### config.mk
export PLATFORM = sky130hd
export DESIGN_NAME = dfp_pack96
export DESIGN_NICKNAME = d
export VERILOG_FILES = /design/src/rtl/dfp_pack96_pkg.sv /design/src/rtl/dfp_bcd2dpd.sv /design/src/rtl/dfp_pack96.sv
export SDC_FILE = /design/constraint.sdc
export NUM_CORES = 1
export LEC_CHECK = 0
export BUFFER_PORTS_ARGS = -buffer_cell sky130_fd_sc_hd__buf_4
export CAP_MARGIN = 0
export CELL_PAD_IN_SITES_DETAIL_PLACEMENT = 0
export CELL_PAD_IN_SITES_GLOBAL_PLACEMENT = 2
export CORE_MARGIN = 4
export CORE_UTILIZATION = 38
export CTS_CLUSTER_DIAMETER = 40
export DETAILED_ROUTE_END_ITERATION = 8
export HOLD_SLACK_MARGIN = 0.1
export PLACE_DENSITY_LB_ADDON = 0.1
export SLEW_MARGIN = 20
export SYNTH_ARGS = -nofsm -noshare
export SYNTH_HDL_FRONTEND = slang
export SYNTH_SLANG_ARGS = --single-unit
### constraint.sdc
create_clock -name clk -period 8.65 [get_ports clk]
set_input_delay 0.865 -clock clk [delete_from_list [all_inputs] [get_ports clk]]
set_output_delay 0.865 -clock clk [all_outputs]
set_load 0.005 [all_outputs]
### src/rtl/dfp_pack96_pkg.sv
// Shared definitions for the DFP96 packer: field positions, special combination
// codes, FSM states and a BCD digit clamp.
package dfp_pack96_pkg;

   localparam int SIGN_BIT  = 95;
   localparam int COMBO_LSB = 90;
   localparam int EXPC_LSB  = 80;

   localparam logic [4:0] COMBO_INF = 5'b11110;
   localparam logic [4:0] COMBO_NAN = 5'b11111;

   typedef enum logic [1:0] {
      IDLE,
      ENC,
      DONE
   } state_t;

   // Non-canonical nibbles (>9) saturate to 9.
   function automatic logic [3:0] clamp_digit(input logic [3:0] d);
      return (d > 4'd9) ? 4'd9 : d;
   endfunction

endpackage

### src/rtl/dfp_bcd2dpd.sv
// Combinational IEEE 754-2008 densely-packed-decimal encoder: three BCD digits
// (hundreds in [11:8]) to one 10-bit declet. Inputs are assumed canonical.
module dfp_bcd2dpd (
   input  logic [11:0] bcd,
   output logic [9:0]  dpd
);

   logic a, b, c, d, e, f, g, h, i, j, k, m;

   assign {a, b, c, d} = bcd[11:8];
   assign {e, f, g, h} = bcd[7:4];
   assign {i, j, k, m} = bcd[3:0];

   // The large-digit indicators a/e/i select which bits get compressed.
   always_comb begin
      dpd = '0;
      unique case ({a, e, i})
         3'b000: dpd = {b, c, d, f, g, h, 1'b0, j, k, m};
         3'b001: dpd = {b, c, d, f, g, h, 1'b1, 1'b0, 1'b0, m};
         3'b010: dpd = {b, c, d, j, k, h, 1'b1, 1'b0, 1'b1, m};
         3'b011: dpd = {b, c, d, 1'b1, 1'b0, h, 1'b1, 1'b1, 1'b1, m};
         3'b100: dpd = {j, k, d, f, g, h, 1'b1, 1'b1, 1'b0, m};
         3'b101: dpd = {f, g, d, 1'b0, 1'b1, h, 1'b1, 1'b1, 1'b1, m};
         3'b110: dpd = {j, k, d, 1'b0, 1'b0, h, 1'b1, 1'b1, 1'b1, m};
         3'b111: dpd = {1'b0, 1'b0, d, 1'b1, 1'b1, h, 1'b1, 1'b1, 1'b1, m};
         default: dpd = '0;
      endcase
   end

endmodule

### src/rtl/dfp_pack96.sv
// Multi-cycle DFP96 packer: encodes one declet per enabled clock, then assembles
// sign, combination field and exponent continuation into the interchange word.
module dfp_pack96
   import dfp_pack96_pkg::*;
#(
   parameter int NDECL = 8,
   parameter int N     = 25
) (
   input  logic           clk,
   input  logic           rst_n,
   input  logic           ce,
   input  logic           i_valid,
   output logic           i_ready,
   input  logic           sign,
   input  logic [11:0]    exp,
   input  logic [4*N-1:0] sig,
   input  logic           nan,
   input  logic           snan,
   input  logic           infinity,
   output logic           o_valid,
   input  logic           o_ready,
   output logic [95:0]    o,
   output logic           o_inv,
   output logic           o_ovf
);

   localparam int CW = $clog2(NDECL);

   state_t           state;
   logic [CW-1:0]    cnt;
   logic             sign_r;
   logic [11:0]      exp_r;
   logic [4*N-1:0]   sig_r;

   logic [11:0]      cur_raw;
   logic [11:0]      cur_bcd;
   logic             cur_inv;
   logic [9:0]       cur_dpd;
   logic [3:0]       lead_raw;
   logic [3:0]       lead;
   logic [4:0]       combo;

   assign i_ready = (state == IDLE);

   // Select and sanitise the declet addressed by the counter.
   always_comb begin
      cur_raw = sig_r[12*cnt +: 12];
      cur_bcd = {clamp_digit(cur_raw[11:8]), clamp_digit(cur_raw[7:4]),
                 clamp_digit(cur_raw[3:0])};
      cur_inv = (cur_raw[11:8] > 4'd9) | (cur_raw[7:4] > 4'd9) |
                (cur_raw[3:0] > 4'd9);
   end

   // Lead digit folds into the combination field rather than a declet.
   always_comb begin
      lead_raw = sig_r[4*N-1 -: 4];
      lead     = clamp_digit(lead_raw);
      if (lead < 4'd8)
         combo = {exp_r[11:10], lead[2:0]};
      else
         combo = {2'b11, exp_r[11:10], lead[0]};
   end

   dfp_bcd2dpd u_bcd2dpd (
      .bcd (cur_bcd),
      .dpd (cur_dpd)
   );

   // Main FSM: capture in IDLE, one declet per ENC edge, hold result in DONE.
   always_ff @(posedge clk or negedge rst_n) begin
      if (!rst_n) begin
         state   <= IDLE;
         cnt     <= '0;
         sign_r  <= 1'b0;
         exp_r   <= '0;
         sig_r   <= '0;
         o       <= '0;
         o_valid <= 1'b0;
         o_inv   <= 1'b0;
         o_ovf   <= 1'b0;
      end else if (ce) begin
         unique case (state)
            IDLE: begin
               if (i_valid) begin
                  o_inv <= 1'b0;
                  o_ovf <= 1'b0;
                  cnt   <= '0;
                  if (nan) begin
                     o                           <= '0;
                     o[SIGN_BIT]                 <= sign;
                     o[COMBO_LSB +: 5]           <= COMBO_NAN;
                     o[COMBO_LSB-1]              <= snan;
                     o_valid                     <= 1'b1;
                     state                       <= DONE;
                  end else if (infinity || (exp[11:10] == 2'b11)) begin
                     o                           <= '0;
                     o[SIGN_BIT]                 <= sign;
                     o[COMBO_LSB +: 5]           <= COMBO_INF;
                     o_ovf                       <= ~infinity;
                     o_valid                     <= 1'b1;
                     state                       <= DONE;
                  end else begin
                     sign_r <= sign;
                     exp_r  <= exp;
                     sig_r  <= sig;
                     state  <= ENC;
                  end
               end
            end
            ENC: begin
               o[10*cnt +: 10] <= cur_dpd;
               cnt             <= cnt + 1'b1;
               if (cnt == CW'(NDECL-1)) begin
                  o[SIGN_BIT]         <= sign_r;
                  o[COMBO_LSB +: 5]   <= combo;
                  o[EXPC_LSB +: 10]   <= exp_r[9:0];
                  o_inv               <= o_inv | cur_inv | (lead_raw > 4'd9);
                  o_valid             <= 1'b1;
                  state               <= DONE;
               end else begin
                  o_inv <= o_inv | cur_inv;
               end
            end
            DONE: begin
               if (o_ready) begin
                  o_valid <= 1'b0;
                  state   <= IDLE;
               end
            end
            default: state <= IDLE;
         endcase
      end
   end

endmodule

==> impl_metrics.toml, run 1 <==
[status]
status = "finished, final reports clean"

[detailed_routing]
first_pass_iters = 5
vias = 9608
drtAntennaViolNets = 0
drt_iter0_markers = 595
viasPerCell = 5.60
wire_per_inst_um = 22.5
wl_um = 38700
drcViolationCount = 0

[worst_setup_path]
critPathTopFamily = "simple AND/OR/NAND/NOR gates"
critical_path.max_fanout = 22
crit_type = "reg2reg"
max_stage_delay_ps = 690
rr_worst_depth = 11
path_buf_inv = 0
r2r-start = "cnt[0]"
worst-path-stages = 11
worst_setup_path_end_kind = "flip-flop"
critPathRequiredTime_ps = 9020
worst_path_max_delay_cell = "or4_1"
startpoint = "cnt[0]"
crit_top_cell = "ha_1"
critPathCapture = "o[73]"
cp_cell_sequence = "ha_1 > ha_1 > or4_1 > nor2_1 > ha_1 > nand3_1 > or3_1 > o22ai_1 > o21ai_0 > a32oi_1 > o21ai_0"
startpoint_type = "flip-flop"
r2r_end = "o[73]"
cp_data_arrival_time_ps = 5030
reg2reg_slack_ps = 3990

[clock_network]
clock_sinks = 217
hold_buffers = 0
post_cts_buffers = 0
cts_tree = "done"
cts_resized = 0
cts-root-buf = "clkbuf_16"
numCtsBuffers = 37
h-tree-depth = 2
clk_pin_slew_ps = 60
clk_latency_ps = 530
cts_buffer_depth = 3

[synthesis]
synth.distinct_cells = 87
ys.flop_type = "dfrtp_1"
ys_warn_count = 0
synth_cells = 1085
ys_async_sr_fraction_pct = 100
syn_avg_cell_area_um2 = 10.6
synth_area_mm2 = 0.0115
synth_seq_cells = 217
ys_seq_area_share_pct = 47.1
synth_edf_count = 0
synth_nets = 1217

[floorplan]
fp.dieW_um = 182
io_pins = 221
core_area_mm2 = 0.0298
dieArea_mm2 = 0.0332
start_util_pct = 38.7
rows = 63
die_h_um = 182

[pwr]
irDropWorstVdd_uv = 217
p_per_area_mw_per_mm2 = 430
leakagePower_nw = 6.64

[global_route]
globalRouteOverflowTotal = 0
grt_max_degree = 86
grt_pass1_vias = 9910
grtUsageTotal_pct = 23.0
grt_pass1_wl_um = 59900
antenna_found_initial = 1

[timing]
relSlewSlack_pct = 22.1
hold_slack_ps = 328
fin_crit_ps = 4660
max_freq_ghz = 0.215
finClkSkew_ps = 31.5
drv_slew = 0
hold_viol = 0
fin_crit_sh_pct = 53.9
finalSetupViolCount = 0
rsz0062_at_grt = "false"
tns_ps = 0
worstMarginPinSlew_ps = 1160
fin_ws_ps = 3990

[final_layout]
finalNetCount = 1431
final_common_cell = "buf_4"
fillCellCount = 2800
layout-drive-gt1-share_pct = 36.2
area_growth_pct = 28.5
most-common-layout-cells = "234 x buf_4, 216 x dfrtp_1, 162 x nand2_1"
diodes = 0

[place]
dp_slack_ps = 4090
io_buffers = 220
hpwl_um = 28700
routabilityCongestion = 0.890

[min_path]
hold_class = "in2async"

[flow_run]
cap_viol_max_count = 0
## kinds of logic (layout without fill, tap and decap cells)
group,count (synthesis),count (layout),synth area share [%]
XOR/XNOR,5,5,0.380
multiplexers,157,157,17.7
AO/OA/AOI/OAI,284,284,17.3
buffers and inverters,72,314,2.81
flip-flops,217,217,47.1
AND/OR/NAND/NOR,339,339,13.6
adder cells (fa/ha/maj),11,11,1.19
## report_power, final
group | switching [mW] | leakage, nW | internal [mW] | total (mW)
clock network | 0.541 | 0.611 | 0.933 | 1.47
logic | 2.14 | 3.18 | 1.18 | 3.32
registers | 0.220 | 2.85 | 1.36 | 1.58
## flip-flops by register name (all words and copies together), names as in the netlist
signal,count
o_inv,1
cnt,3
sign_r,1
o_ovf,1
o,96
state,2
o_valid,1
exp_r,12
sig_r,100
## worst min-delay path by stage
stage,slack (ps),end,cells past startpoint
final,330,o_valid,1
after global routing,380,o_valid,1
after CTS,350,exp_r[6],1
after detailed placement,470,o[68],2
after global placement,470,o[24],2
after floorplan,470,o[33],2
## Yosys cell counts, drive strengths merged, types with 16 or more instances
cell type	n	area [um^2]
a32o	19	191
mux2	119	1340
nand2	163	614
o21ai	117	586
nor2	75	282
clkbuf	42	158
mux4	22	495
mux2i	16	198
a21oi	28	144
dfrtp	217	5430
nand3	21	110
buf	19	125
nor3	20	125
## area by class of cell
cell class,instances,area [um^2],share of cell area (%)
clock inverters,23,272,1.83
inverters,11,41.3,0.279
multi-input cells,796,5790,39.1
well taps,390,488,3.29
repair buffers,236,1790,12.1
flip-flops and latches,217,5430,36.7
clock buffers,44,1000,6.77
## per-stage QoR
stage | cell area (um^2) | cells | total power [mW] | util (%)
floorplan | 11500 | 1085 | 3.68 | -
global placement | 13500 | 1649 | 4.88 | 45.4
detailed placement | 13500 | 1649 | 4.88 | 45.4
CTS | 14800 | 1716 | 6.39 | 49.7
global route | 14800 | 1717 | 6.75 | 49.7
finish | 14800 | 1717 | 6.37 | 49.7
## metal layers
| metal | track usage (%) | routed length (um) | vias to the layer above | part of all wire [%] |
|---|---|---|---|---|
| met4 | 8.05 | 1310 | 2 | 3.4 |
| met1 | 30.4 | 16100 | 4697 | 42 |
| met3 | 6.38 | 3210 | 79 | 8.3 |
| met5 | 0 | 13 | - | 0.034 |
| met2 | 36.7 | 18000 | 372 | 47 |
| li1 | - | - | 4458 | - |
(Power assumes the default switching activity.)
==> run 2, diff against run 1 <==
- ABC_AREA: default -> 1
- CORE_UTILIZATION: 38 -> 32
- clock period: 8.65 -> 4.4 ns (I/O delays scaled with it)
==> run 2 against run 1 <==
Effect of this change: clock skew shrank 11 ps; sequential share of layout area shrank 3.4 points; design area grew 10%; critical path depth grew 5; hold slack lost 200 ps; core utilization shrank 6.5 points; critical endpoint is now o[87]; largest cell class unchanged.
==> impl_metrics.toml, run 2 <==
[place]
hpwl_um = 31600
io_buffers = 220
dp_slack_ps = 677
routabilityCongestion = 0.875
place_inst = 2278

[global_route]
met1_usage_pct = 31.6
grt_pass1_wl_um = 69300
grt_pass1_vias = 11800
grt_max_degree = 170
busiest_layer = "met2"
grtUsageTotal_pct = 21.3
grt_use_met3_pct = 3.58
globalRouteOverflowTotal = 0
antenna_found_initial = 0
grtUsageMet2_pct = 32.0

[timing]
tns_ps = 0
drv_slew = 0
relSlewSlack_pct = 36.5
fin_crit_ps = 3820
hold_viol = 0
worstMarginPinSlew_ps = 952
hold_slack_ps = 130
finalSetupViolCount = 0
rsz0062_at_grt = "false"
fin_crit_sh_pct = 86.7
finClkSkew_ps = 20.4
fin_ws_ps = 584
max_freq_ghz = 0.262

[synthesis]
ys_async_sr_fraction_pct = 100
synth_top_cell_by_area = "dfrtp_1"
yosysMostFrequentCell = "nand2_1"
ys_top_cells_by_count = "456 x nand2_1, 217 x dfrtp_1, 150 x nor2_1"
synth_area_mm2 = 0.0123
synth.distinct_cells = 46
synth_cells = 1604
synthTopCellsByArea = "dfrtp_1 44%, nand2_1 14%, mux2_2 5.2%, nor2_1 4.6%, nand3_1 4.6%"
syn_avg_cell_area_um2 = 7.64
synth_seq_cells = 217
synth_edf_count = 0
ys.flop_type = "dfrtp_1"
ys_seq_area_share_pct = 44.3
ys_warn_count = 0
synth_nets = 1736
yosysTopAreaCellShare_pct = 44.3

[worst_setup_path]
cp_cell_sequence = "ha_1 > ha_1 > inv_1 > ha_1 > nor2_2 > ha_1 > clkinv_1 > nand2_1 > nor2_4 > inv_1 > or2_1 > nand2_1 > nand2_1 > nor2_1 > nand2_1 > nand2_1"
critPathTopFamily = "simple AND/OR/NAND/NOR gates"
worst_path_max_delay_cell = "dfrtp_2"
critPathRequiredTime_ps = 4880
crit_top_cell = "nand2_1"
crit_type = "reg2reg"
max_stage_delay_ps = 570
critical_path.max_fanout = 15
startpoint_type = "flip-flop"
reg2reg_slack_ps = 580
path_buf_inv = 3
cp_data_arrival_time_ps = 4300
worst_setup_path_end_kind = "flip-flop"

[final_layout]
fin_cells = 2399
final_common_cell = "nand2_1"
reg.largest.list = "sig_r x100, o x96, exp_r x12"
area_growth_pct = 33.0
layout-drive-gt1-share_pct = 24.3
finalNetCount = 1985
diodes = 0
largest_reg_flops = 100
most-common-layout-cells = "455 x nand2_1, 247 x buf_4, 215 x dfrtp_1"
top_register = "sig_r"

[floorplan]
die_h_um = 204
core_area_mm2 = 0.0378
fp.dieW_um = 204
dieArea_mm2 = 0.0415
io_pins = 221
rows = 71
start_util_pct = 32.5

[clock_network]
post_cts_buffers = 0
cts_resized = 0
cts-root-buf = "clkbuf_16"
clk_pin_slew_ps = 40
numCtsBuffers = 46
clock_sinks = 217
cts_buffer_depth = 3
hold_buffers = 38
h-tree-depth = 2
clk_latency_ps = 550
cts_tree = "done"

[min_path]
hold_class = "in2reg"

[pwr]
p_per_area_mw_per_mm2 = 734
swShare_pct = 45.2
internal_power_mw = 6.56
leakagePower_nw = 7.91
irDropWorstVdd_uv = 288
p_seq_share_pct = 23.8
power.net_switching_mw = 5.42
p_clk_share_pct = 28.8
combPwrFrac_pct = 47.4

[detailed_routing]
viasPerCell = 4.91
drcViolationCount = 0
wl_um = 44600
drt_iter0_markers = 739
wire_per_inst_um = 18.6
vias = 11800
drtAntennaViolNets = 0
first_pass_iters = 5

[status]
status = "finished, final reports clean"

[flow_run]
cap_viol_max_count = 0
[run 2: cell types whose count changed after synthesis, moves of 15 or more]
cell      delta
nand4_1     +28
a21oi_1     +82
a32o_1      -18
mux4_2      -22
buf_2       +29
nand2_1    +294
clkbuf_1    -19
nand3_1     +92
nand3_2     +16
o22ai_1     +15
nor2_1      +75
mux2_2      -61
inv_1      +130
[run 2: final timing paths]
kind,endpoint,startpoint,depth (start not counted)
setup / recovery,o[87],cnt[0],16
hold / removal,exp_r[7],exp[7],2
setup reg to reg,o[87],cnt[0],16
hold reg to reg,o[39],o[39],2
max in group asynchronous,sig_r[76],rst_n,3
min in group asynchronous,sig_r[19],rst_n,2
[run 2: area by class of cell]
cell class / count / area (um^2)
Clock buffer: 62 / 1330
Clock inverter: 21 / 224
Fill cell: 3899 / 21400
Inverter: 146 / 551
Multi-Input combinational cell: 1154 / 5840
Sequential cell: 217 / 5430
Tap cell: 511 / 639
Timing Repair Buffer: 288 / 2290
[run 2: through the flow]
stage	utilization, %	instance area, um^2	power [mW]
after CTS	43.2	16300	12.1
final	43.2	16300	12.0
after floorplan	-	12300	6.61
after detailed placement	38.1	14400	8.49
after global placement	38.1	14400	8.49
after global routing	43.2	16300	12.8
[run 2: kinds of logic (layout without fill, tap and decap cells)]
| family | count (synthesis) | in the layout | synth area share, % |
|---|---|---|---|
| muxes | 57 | 57 | 5.24 |
| AOI/OAI and AO/OA | 259 | 259 | 11.7 |
| DFF | 217 | 217 | 44.3 |
| buffers and inverters | 233 | 517 | 8.25 |
| and+or+nand+nor | 825 | 825 | 29.2 |
| xor gates and xnor gates | 2 | 2 | 0.204 |
| adders and majority gates | 11 | 11 | 1.12 |
[run 2: worst reg2reg max path, cell delays in order, from the launching register on]
cell and delay, ps:
dfrtp_2 570, ha_1 220, ha_1 170, inv_1 50
ha_1 390, nor2_2 70, ha_1 450, clkinv_1 260
nand2_1 240, nor2_4 390, inv_1 220, or2_1 300
nand2_1 70, nand2_1 80, nor2_1 140, nand2_1 70
nand2_1 50
[run 2: power by group through the flow]
stage	Clock, mW	Sequential (mW)	Combinational (mW)
finish	3.45	2.85	5.67
global route	3.64	2.91	6.29
CTS	3.54	2.85	5.67
detailed placement	0	2.88	5.62
global placement	0	2.87	5.62
floorplan	0	2.78	3.83
[run 2: routing by layer]
| layer | vias to the layer above | routed length (um) |
|---|---|---|
| met4 | 0 | 937 |
| met5 | - | 0 |
| met1 | 5667 | 22100 |
| li1 | 5740 | - |
| met2 | 311 | 19400 |
| met3 | 66 | 2230 |
